===== config.mk =====
export PLATFORM = sky130hd
export DESIGN_NAME = cpu_sequencer_flat
export DESIGN_NICKNAME = d
export VERILOG_FILES = /design/src/rtl/cpu_sequencer_if.sv /design/src/rtl/cpu_sequencer.sv /design/src/flat_wrapper.sv
export SDC_FILE = /design/constraint.sdc
export NUM_CORES = 1
export LEC_CHECK = 0
export CELL_PAD_IN_SITES_DETAIL_PLACEMENT = 0
export CELL_PAD_IN_SITES_GLOBAL_PLACEMENT = 1
export CORE_MARGIN = 3
export CORE_UTILIZATION = 33
export DETAILED_ROUTE_END_ITERATION = 16
export PLACE_DENSITY = 0.84
export SLEW_MARGIN = 20
export SYNTH_ARGS = -nofsm -noshare
export SYNTH_HDL_FRONTEND = slang
export SYNTH_SLANG_ARGS = --single-unit

===== constraint.sdc =====
create_clock -name clk -period 1.75 [get_ports clk]
set_input_delay 0.175 -clock clk [delete_from_list [all_inputs] [get_ports clk]]
set_output_delay 0.175 -clock clk [all_outputs]
set_load 0.05 [all_outputs]

===== src/rtl/cpu_sequencer_if.sv =====
// rtl/cpu_sequencer_if.sv - decoder, datapath-enable and data-memory bundle for cpu_sequencer
//   dec_*        : registered control signals from the instruction decoder
//   branch_taken : flag-logic condition result, meaningful in EXEC
//   mem_ack      : data memory access complete
//   ir_load, pc_inc, pc_load, rf_we, wb_sel, alu_latch : datapath enables
//   mem_req, mem_we, mdr_load                          : data memory control
//   master : sequencer side; slave : datapath / memory side
interface cpu_sequencer_if;
  logic dec_reg_write;
  logic dec_mem_read;
  logic dec_mem_write;
  logic dec_mem_to_reg;
  logic dec_branch;
  logic dec_jump;
  logic dec_halt;
  logic branch_taken;
  logic mem_ack;
  logic ir_load;
  logic pc_inc;
  logic pc_load;
  logic rf_we;
  logic wb_sel;
  logic alu_latch;
  logic mem_req;
  logic mem_we;
  logic mdr_load;

  modport master (
    input  dec_reg_write, dec_mem_read, dec_mem_write, dec_mem_to_reg,
           dec_branch, dec_jump, dec_halt, branch_taken, mem_ack,
    output ir_load, pc_inc, pc_load, rf_we, wb_sel, alu_latch,
           mem_req, mem_we, mdr_load
  );

  modport slave (
    output dec_reg_write, dec_mem_read, dec_mem_write, dec_mem_to_reg,
           dec_branch, dec_jump, dec_halt, branch_taken, mem_ack,
    input  ir_load, pc_inc, pc_load, rf_we, wb_sel, alu_latch,
           mem_req, mem_we, mdr_load
  );
endinterface


===== src/rtl/cpu_sequencer.sv =====
// rtl/cpu_sequencer.sv - multi-cycle control FSM for the MAK-8 CPU
//   clk, rst     : clock, synchronous active-high reset
//   run, step    : continuous execution level / single-instruction pulse
//   bus          : decoder inputs, datapath enables, data-memory handshake
//   halted/fault : sticky HALT / FAULT indication
//   state        : current state encoding for debug LEDs
//   cycle_count  : cycles spent in FETCH..WB
//   instr_count  : retired instructions (HLT included)
module cpu_sequencer #(
  parameter int MEM_TIMEOUT = 15,
  parameter int CNT_W       = 16
) (
  input  logic             clk,
  input  logic             rst,
  input  logic             run,
  input  logic             step,
  cpu_sequencer_if.master  bus,
  output logic             halted,
  output logic             fault,
  output logic [2:0]       state,
  output logic [CNT_W-1:0] cycle_count,
  output logic [CNT_W-1:0] instr_count
);

  typedef enum logic [2:0] {
    S_IDLE   = 3'd0,
    S_FETCH  = 3'd1,
    S_DECODE = 3'd2,
    S_EXEC   = 3'd3,
    S_MEM    = 3'd4,
    S_WB     = 3'd5,
    S_HALT   = 3'd6,
    S_FAULT  = 3'd7
  } state_t;

  // Last wait-counter value before giving up on mem_ack.
  localparam logic [7:0] WAIT_LAST = 8'(MEM_TIMEOUT - 1);

  state_t     cur;
  state_t     nxt;
  logic       f_reg_write;
  logic       f_mem_read;
  logic       f_mem_write;
  logic       f_mem_to_reg;
  logic       f_branch;
  logic       f_jump;
  logic       f_taken;
  logic [7:0] wait_cnt;
  logic       take_pc;

  assign take_pc = f_jump | (f_branch & f_taken);
  assign state   = cur;

  always_ff @(posedge clk) begin
    if (rst) begin
      cur          <= S_IDLE;
      f_reg_write  <= 1'b0;
      f_mem_read   <= 1'b0;
      f_mem_write  <= 1'b0;
      f_mem_to_reg <= 1'b0;
      f_branch     <= 1'b0;
      f_jump       <= 1'b0;
      f_taken      <= 1'b0;
      wait_cnt     <= 8'd0;
      cycle_count  <= '0;
      instr_count  <= '0;
    end else begin
      cur <= nxt;
      if (cur == S_DECODE) begin
        f_reg_write  <= bus.dec_reg_write;
        f_mem_read   <= bus.dec_mem_read;
        f_mem_write  <= bus.dec_mem_write;
        f_mem_to_reg <= bus.dec_mem_to_reg;
        f_branch     <= bus.dec_branch;
        f_jump       <= bus.dec_jump;
      end
      if (cur == S_EXEC) begin
        f_taken  <= bus.branch_taken;
        wait_cnt <= 8'd0;
      end
      if (cur == S_MEM && !bus.mem_ack) begin
        wait_cnt <= wait_cnt + 8'd1;
      end
      if (cur inside {S_FETCH, S_DECODE, S_EXEC, S_MEM, S_WB}) begin
        cycle_count <= cycle_count + CNT_W'(1);
      end
      // HLT retires on its way into HALT; everything else retires in WB.
      if (cur == S_WB || (cur == S_DECODE && bus.dec_halt)) begin
        instr_count <= instr_count + CNT_W'(1);
      end
    end
  end

  always_comb begin
    nxt           = cur;
    bus.ir_load   = 1'b0;
    bus.pc_inc    = 1'b0;
    bus.pc_load   = 1'b0;
    bus.rf_we     = 1'b0;
    bus.wb_sel    = 1'b0;
    bus.alu_latch = 1'b0;
    bus.mem_req   = 1'b0;
    bus.mem_we    = 1'b0;
    bus.mdr_load  = 1'b0;
    halted        = 1'b0;
    fault         = 1'b0;
    case (cur)
      S_IDLE: begin
        if (run || step) nxt = S_FETCH;
      end
      S_FETCH: begin
        bus.ir_load = 1'b1;
        nxt         = S_DECODE;
      end
      S_DECODE: begin
        nxt = bus.dec_halt ? S_HALT : S_EXEC;
      end
      S_EXEC: begin
        bus.alu_latch = 1'b1;
        nxt           = (f_mem_read || f_mem_write) ? S_MEM : S_WB;
      end
      S_MEM: begin
        bus.mem_req = 1'b1;
        bus.mem_we  = f_mem_write;
        if (bus.mem_ack) begin
          // Only output with an input path: read data is captured on the ack cycle.
          bus.mdr_load = f_mem_read;
          nxt          = S_WB;
        end else if (wait_cnt == WAIT_LAST) begin
          nxt = S_FAULT;
        end
      end
      S_WB: begin
        bus.rf_we   = f_reg_write;
        bus.wb_sel  = f_mem_to_reg;
        bus.pc_load = take_pc;
        bus.pc_inc  = ~take_pc;
        nxt         = run ? S_FETCH : S_IDLE;
      end
      S_HALT: begin
        halted = 1'b1;
      end
      S_FAULT: begin
        fault = 1'b1;
      end
      default: begin
        nxt = S_IDLE;
      end
    endcase
  end

endmodule


===== src/flat_wrapper.sv =====
// flat-port wrapper written by rule: the top's interface ports become plain ports
module cpu_sequencer_flat 
#(
  parameter int MEM_TIMEOUT = 15,
  parameter int CNT_W       = 16
)
  (clk, rst, run, step, halted, fault, state, cycle_count, instr_count, bus_dec_reg_write, bus_dec_mem_read, bus_dec_mem_write, bus_dec_mem_to_reg, bus_dec_branch, bus_dec_jump, bus_dec_halt, bus_branch_taken, bus_mem_ack, bus_ir_load, bus_pc_inc, bus_pc_load, bus_rf_we, bus_wb_sel, bus_alu_latch, bus_mem_req, bus_mem_we, bus_mdr_load);
  cpu_sequencer_if bus_i ();
  input  logic clk;
  input  logic rst;
  input  logic run;
  input  logic step;
  output logic halted;
  output logic fault;
  output logic [2:0] state;
  output logic [CNT_W-1:0] cycle_count;
  output logic [CNT_W-1:0] instr_count;
  input wire logic [$bits(bus_i.dec_reg_write)-1:0] bus_dec_reg_write;
  input wire logic [$bits(bus_i.dec_mem_read)-1:0] bus_dec_mem_read;
  input wire logic [$bits(bus_i.dec_mem_write)-1:0] bus_dec_mem_write;
  input wire logic [$bits(bus_i.dec_mem_to_reg)-1:0] bus_dec_mem_to_reg;
  input wire logic [$bits(bus_i.dec_branch)-1:0] bus_dec_branch;
  input wire logic [$bits(bus_i.dec_jump)-1:0] bus_dec_jump;
  input wire logic [$bits(bus_i.dec_halt)-1:0] bus_dec_halt;
  input wire logic [$bits(bus_i.branch_taken)-1:0] bus_branch_taken;
  input wire logic [$bits(bus_i.mem_ack)-1:0] bus_mem_ack;
  output wire logic [$bits(bus_i.ir_load)-1:0] bus_ir_load;
  output wire logic [$bits(bus_i.pc_inc)-1:0] bus_pc_inc;
  output wire logic [$bits(bus_i.pc_load)-1:0] bus_pc_load;
  output wire logic [$bits(bus_i.rf_we)-1:0] bus_rf_we;
  output wire logic [$bits(bus_i.wb_sel)-1:0] bus_wb_sel;
  output wire logic [$bits(bus_i.alu_latch)-1:0] bus_alu_latch;
  output wire logic [$bits(bus_i.mem_req)-1:0] bus_mem_req;
  output wire logic [$bits(bus_i.mem_we)-1:0] bus_mem_we;
  output wire logic [$bits(bus_i.mdr_load)-1:0] bus_mdr_load;
  assign bus_i.dec_reg_write = bus_dec_reg_write;
  assign bus_i.dec_mem_read = bus_dec_mem_read;
  assign bus_i.dec_mem_write = bus_dec_mem_write;
  assign bus_i.dec_mem_to_reg = bus_dec_mem_to_reg;
  assign bus_i.dec_branch = bus_dec_branch;
  assign bus_i.dec_jump = bus_dec_jump;
  assign bus_i.dec_halt = bus_dec_halt;
  assign bus_i.branch_taken = bus_branch_taken;
  assign bus_i.mem_ack = bus_mem_ack;
  assign bus_ir_load = bus_i.ir_load;
  assign bus_pc_inc = bus_i.pc_inc;
  assign bus_pc_load = bus_i.pc_load;
  assign bus_rf_we = bus_i.rf_we;
  assign bus_wb_sel = bus_i.wb_sel;
  assign bus_alu_latch = bus_i.alu_latch;
  assign bus_mem_req = bus_i.mem_req;
  assign bus_mem_we = bus_i.mem_we;
  assign bus_mdr_load = bus_i.mdr_load;
  cpu_sequencer #(.MEM_TIMEOUT(MEM_TIMEOUT), .CNT_W(CNT_W)) u_core (.clk(clk), .rst(rst), .run(run), .step(step), .bus(bus_i), .halted(halted), .fault(fault), .state(state), .cycle_count(cycle_count), .instr_count(instr_count));
endmodule

==> results of run 1 <==
-- through the flow --
step	hold WS (ps)	cell area (um^2)
2_1_floorplan	311	2520
3_3_place_gp	453	3420
3_5_place_dp	463	3420
4_1_cts	222	3520
5_1_grt	232	3590
6_report	221	3590
-- how the worst max path moves through the flow --
stage                                      start                      to  slack [ps]  depth (start not counted)
after CTS                  u_core.instr_count[2]          instr_count[2]         0.6                          2
after global routing       u_core.cycle_count[5]  u_core.cycle_count[12]         -10                          5
after floorplan                  u_core.state[2]   u_core.cycle_count[9]        -150                          7
after detailed placement            bus_dec_halt  u_core.instr_count[15]         -80                          5
final                     u_core.cycle_count[11]         cycle_count[11]          60                          1
after global placement              bus_dec_halt  u_core.instr_count[15]         -40                          5
-- report_power, final --
group / internal, mW / switching (mW)
registers: 1.20 / 0.0477
clock network: 0.276 / 0.371
logic: 0.299 / 0.392
total: 1.77 / 0.810
-- kinds of logic (layout without fill, tap and decap cells) --
group | after synthesis | after routing | share of synthesized area
adders and majority gates | 4 | 4 | 0.0205
xor gates and xnor gates | 16 | 16 | 0.0575
DFF | 50 | 50 | 0.410
AOI/OAI and AO/OA | 59 | 59 | 0.152
and+or+nand+nor | 119 | 119 | 0.281
buffers and inverters | 24 | 105 | 0.0446
muxes | 8 | 8 | 0.0334
-- layout make-up --
| type | count | area (um^2) |
|---|---|---|
| timing repair buffer | 88 | 907 |
| clock inverter | 2 | 8.76 |
| fill | 677 | 3390 |
| sequential | 50 | 1040 |
| multi-input combinational | 206 | 1410 |
| inverter | 9 | 37.5 |
| clock buffer | 6 | 72.6 |
| tap | 96 | 120 |
-- per-layer routing --
layer / global-route usage / vias to the layer above / part of all wire
met4: 0.0483 / 0 / 0.011
li1: - / 1184 / -
met3: 0.0312 / 5 / 0.054
met1: 0.192 / 1099 / 0.45
met5: 0 / - / 0
met2: 0.243 / 46 / 0.48
-- placed cells by master (no fill, tap or decap), types with 4 or more instances in the layout --
master            n
clkbuf_8          5
nor2_1           28
or3_1             7
o31ai_1          10
dfxtp_4           4
buf_4            39
clkdlybuf4s50_1  28
dfxtp_1          30
inv_1             8
xor2_1            5
buf_12           11
nand3_1           9
xnor2_1          11
and4_1            4
nand2_1          15
nand4b_1          5
and2_4            5
nand4_1           9
dfxtp_2          16
dlymetal6s2s_1    8
o21ai_0          11
and3_1            4
ha_1              4
or4_1             6
a21oi_1          21
mux2i_1           7
-- worst register-to-register path, stage by stage, from the launching register on --
cell     delay (ps)
dfxtp_4         360
and2_4          180
or3_4           420
or4_1           540
a21oi_1         130
-- timing repair --
| item | CTS | global route |
|---|---|---|
| setup buffers | 2 | 0 |
| setup endpoints to repair | 3 | 20 |
| gates cloned | 0 | 0 |
| pin swaps | 1 | 2 |
| resized for setup | 2 | 17 |
==> flow_metrics.env, run 1 <==
export IMPL_finalCritPeriodShare=0.968
export IMPL_status="completed"
export IMPL_insertedDiodeCount=0
export IMPL_fin_nets=377
export IMPL_synth_most_common_cell="dfxtp_1"
export IMPL_yosysTopAreaCellShare=0.410
export IMPL_synth_cell_type_count=46
export IMPL_max_slew_margin=0.640
export IMPL_synth_edff_count=0
export IMPL_seq_area_frac_synth=0.410
export IMPL_drtIter0Drc=76
export IMPL_grt_max_degree=15
export IMPL_start_util=0.349
export IMPL_wl_um=6050
export IMPL_grt_first_pass_wirelength_um=10400
export IMPL_yosys_area_top_type="dfxtp_1"
export IMPL_synth_cells=280
export IMPL_startpoint_type="flop"
export IMPL_clk_latency_ps=300
export IMPL_synth_ff_type="dfxtp_1"
export IMPL_utilization=0.514
export IMPL_reg_largest_list="u_core.cycle_count (16), u_core.instr_count (16), u_core.wait_cnt (8)"
export IMPL_path_cells="clkdlybuf4s50_1"
export IMPL_power_mw=2.58
export IMPL_wl_per_cell_um=13.2
export IMPL_crit_family="buffers and inverters"
export IMPL_min_period_ps=1690
export IMPL_viasPerCell=5.11
export IMPL_synth_area_um2=2440
export IMPL_synth_seq_cells=50
export IMPL_reg2reg_depth=4
export IMPL_die_w_um=92.0
export IMPL_hold_class="primary input to flop"
export IMPL_critPathBufInv=1
export IMPL_vias=2334
export IMPL_dr_pass1_iters=4
export IMPL_setup_viol=0
export IMPL_clk_pin_slew_ps=90
export IMPL_dieHeight_um=92.0
export IMPL_yosys_warnings=0
export IMPL_core_area_um2=6980
export IMPL_synthArstFlopShare=0
export IMPL_slowest_delay_ps=820
export IMPL_min_to="u_core.cycle_count[10]"
export IMPL_slew_viol_final=0
export IMPL_rrSetupSlack_ps=70
export IMPL_worstMarginPinSlew_ps=536
export IMPL_p_leak_nw=1.39
export IMPL_cts_htree_levels=2
export IMPL_antenna_found_initial=0
export IMPL_min_path_cells=2
export IMPL_synth_nets=297
export IMPL_placement_io_buffers=58
export IMPL_cellPowerDensity_nw_per_um2=720
export IMPL_dpl_hpwl_um=4590
export IMPL_crit_required_ps=1570
export IMPL_fin_skew_ps=6.21
export IMPL_grtUsageTotal=0.148
export IMPL_rsz0062_at_grt="true"
export IMPL_crit_path_max_fanout=5
export IMPL_fmax_mhz=590
export IMPL_yosys_top_cells_area="dfxtp_1, nor2_1, a21oi_1, xnor2_1, o31ai_1"
export IMPL_setup_ws_ps=55.3
export IMPL_final_cells=457
export IMPL_root_buffer="clkbuf_8"
export IMPL_timing_critical_path_to_type="output port"
export IMPL_row_count=30
export IMPL_io_pins=59
export IMPL_clkSinkCount=50
export IMPL_grt_pass1_vias=2233
export IMPL_routabilityCongestion=0.857
export IMPL_ir_drop_v=0.000338
export IMPL_crit_type="flop to output port"
export IMPL_min_from="rst"
export IMPL_r2r_end="u_core.cycle_count[9]"
export IMPL_holdBufCountCts=0
export IMPL_cts_tree="built"
export IMPL_area_growth_synth_to_final_pct=47.1
export IMPL_numCtsBuffers=5
export IMPL_final_antenna_net_count=0
export IMPL_grt_overflow=0
export IMPL_synth_area_per_cell_um2=8.71
export IMPL_r2r_start="u_core.state[2]"
export IMPL_fp_dieArea_um2=8460
export IMPL_cap_violations=0
export IMPL_arrival_ps=1520
export IMPL_synth_top_cells_by_count="dfxtp_1, nor2_1, a21oi_1, nand2_1"
export IMPL_final_hold_viol_count=0
export IMPL_clockBufferDepth=2
export IMPL_drc=0
export IMPL_dp_slack_ps=-78.8
export IMPL_dpl_cell_count=447
export IMPL_fin_tns_setup_ps=0
export IMPL_drive_above_1_share=0.271
export IMPL_slowest_stage="clkdlybuf4s50_1"
Power figures use the tool's default switching activity.
==> inputs of run 2 (changes only) <==
- clock period: 1.75 -> 1.5 ns (I/O delays scaled with it)
==> flow_metrics.env, run 2 (synthesis results as in run 1) <==
export IMPL_placement_io_buffers=58
export IMPL_status="finished with violations"
export IMPL_fp_dieArea_um2=8460
export IMPL_rsz0062_at_grt="true"
export IMPL_startpoint_type="flop"
export IMPL_cts_tree="built"
export IMPL_crit_type="flop to flop"
export IMPL_numCtsBuffers=5
export IMPL_core_area_um2=6980
export IMPL_root_buffer="clkbuf_8"
export IMPL_drive_above_1_share=0.510
export IMPL_p_leak_nw=1.59
export IMPL_fmax_mhz=601
export IMPL_antenna_found_initial=0
export IMPL_clk_latency_ps=300
export IMPL_violations="negative setup slack"
export IMPL_area_growth_synth_to_final_pct=76.8
export IMPL_max_slew_margin=0.726
export IMPL_fin_nets=424
export IMPL_insertedDiodeCount=0
export IMPL_cellPowerDensity_nw_per_um2=806
export IMPL_grtUsageTotal=0.167
export IMPL_wl_per_cell_um=14.7
export IMPL_dieHeight_um=92.0
export IMPL_timing_critical_path_to_type="flop"
export IMPL_clk_pin_slew_ps=90
export IMPL_vias=2617
export IMPL_slowest_stage="or4_4"
export IMPL_crit_family="simple AND/OR/NAND/NOR gates"
export IMPL_row_count=30
export IMPL_slew_viol_final=0
export IMPL_worst_hold_slack_ps=254
export IMPL_utilization=0.618
export IMPL_fin_tns_setup_ps=-2690
export IMPL_dr_pass1_iters=4
export IMPL_routabilityCongestion=0.801
export IMPL_reg_largest_list="u_core.cycle_count (16), u_core.instr_count (16), u_core.wait_cnt (8)"
export IMPL_die_w_um=92.0
export IMPL_nFillCells=584
export IMPL_slowest_delay_ps=430
export IMPL_ir_drop_v=0.000754
export IMPL_grt_overflow=0
export IMPL_finalCritPeriodShare=1.11
export IMPL_cts_htree_levels=2
export IMPL_final_cell_mix="buf_4, dfxtp_1, nor2_1, buf_6, a21oi_1"
export IMPL_hold_class="primary input to flop"
export IMPL_wl_um=7430
export IMPL_worstMarginPinSlew_ps=411
export IMPL_clockBufferDepth=2
export IMPL_drc=0
export IMPL_arrival_ps=1910
export IMPL_cap_violations=0
export IMPL_start_util=0.349
export IMPL_final_antenna_net_count=0
export IMPL_viasPerCell=5.19
export IMPL_setup_viol=35
export IMPL_crit_path_max_fanout=5
export IMPL_critPathBufInv=1
export IMPL_min_period_ps=1660
export IMPL_final_hold_viol_count=0
export IMPL_dpl_hpwl_um=4870
export IMPL_clkSinkCount=50
export IMPL_rrSetupSlack_ps=-160
export IMPL_grt_first_pass_wirelength_um=11800
export IMPL_path_cells="buf_6 -> nand4bb_4 -> a211o_1 -> or4_4 -> a21oi_2"
export IMPL_final_common_cell="buf_4"
export IMPL_fin_skew_ps=5.97
export IMPL_setup_ws_ps=-164
export IMPL_io_pins=59
export IMPL_crit_required_ps=1740
export IMPL_holdBufCountCts=0
export IMPL_grt_max_degree=23
export IMPL_drtIter0Drc=53
export IMPL_grt_pass1_vias=2473
## run 2: timing repair
action	4_1_cts	5_1_grt
setup buffers	12	14
pin swaps	21	27
gates resized for setup	37	41
cloned	0	1
setup endpoints to repair	26	43
## run 2: layer usage
metal	wire [um]	GRT usage	vias up	share of wire
met5	0	0	-	0
met4	102	0.0446	0	0.014
met3	342	0.0410	9	0.046
met2	3750	0.285	57	0.50
li1	-	-	1294	-
met1	3240	0.211	1257	0.44
## run 2: power breakdown
part | internal, mW | total, mW | switching, mW | leakage, nW
clock network | 0.373 | 0.822 | 0.449 | 0.0482
registers | 1.40 | 1.47 | 0.0731 | 0.416
logic | 0.591 | 1.18 | 0.590 | 1.13
## run 2: stage by stage
stage          total power [mW]  setup slack [ps]  cells  instance area (um^2)
2_1_floorplan              2.00              -402    280                  2620
3_3_place_gp               2.37              -225    471                  3690
3_5_place_dp               2.39              -257    471                  3690
4_1_cts                    3.35              -148    490                  4010
5_1_grt                    3.64              -200    504                  4310
6_report                   3.47              -164    504                  4310
## run 2: area by class of cell
| cell class | count | area, um^2 | area share |
|---|---|---|---|
| multi-input cells | 206 | 1680 | 0.390 |
| clock inverters | 1 | 5.00 | 0.00116 |
| inverters | 9 | 41.3 | 0.00958 |
| well taps | 96 | 120 | 0.0279 |
| flip-flops and latches | 50 | 1040 | 0.241 |
| clock buffers | 7 | 86.3 | 0.0200 |
| repair buffers | 135 | 1340 | 0.310 |
## run 2: path summary, 6_finish.rpt
| check | from | to | cells after the start |
|---|---|---|---|
| worst max-delay path | u_core.state[0] | u_core.instr_count[15] | 5 |
| worst max register to register | u_core.state[0] | u_core.instr_count[15] | 5 |
| worst min register to register | u_core.f_branch | u_core.f_branch | 2 |
| worst min-delay path | rst | u_core.instr_count[9] | 2 |
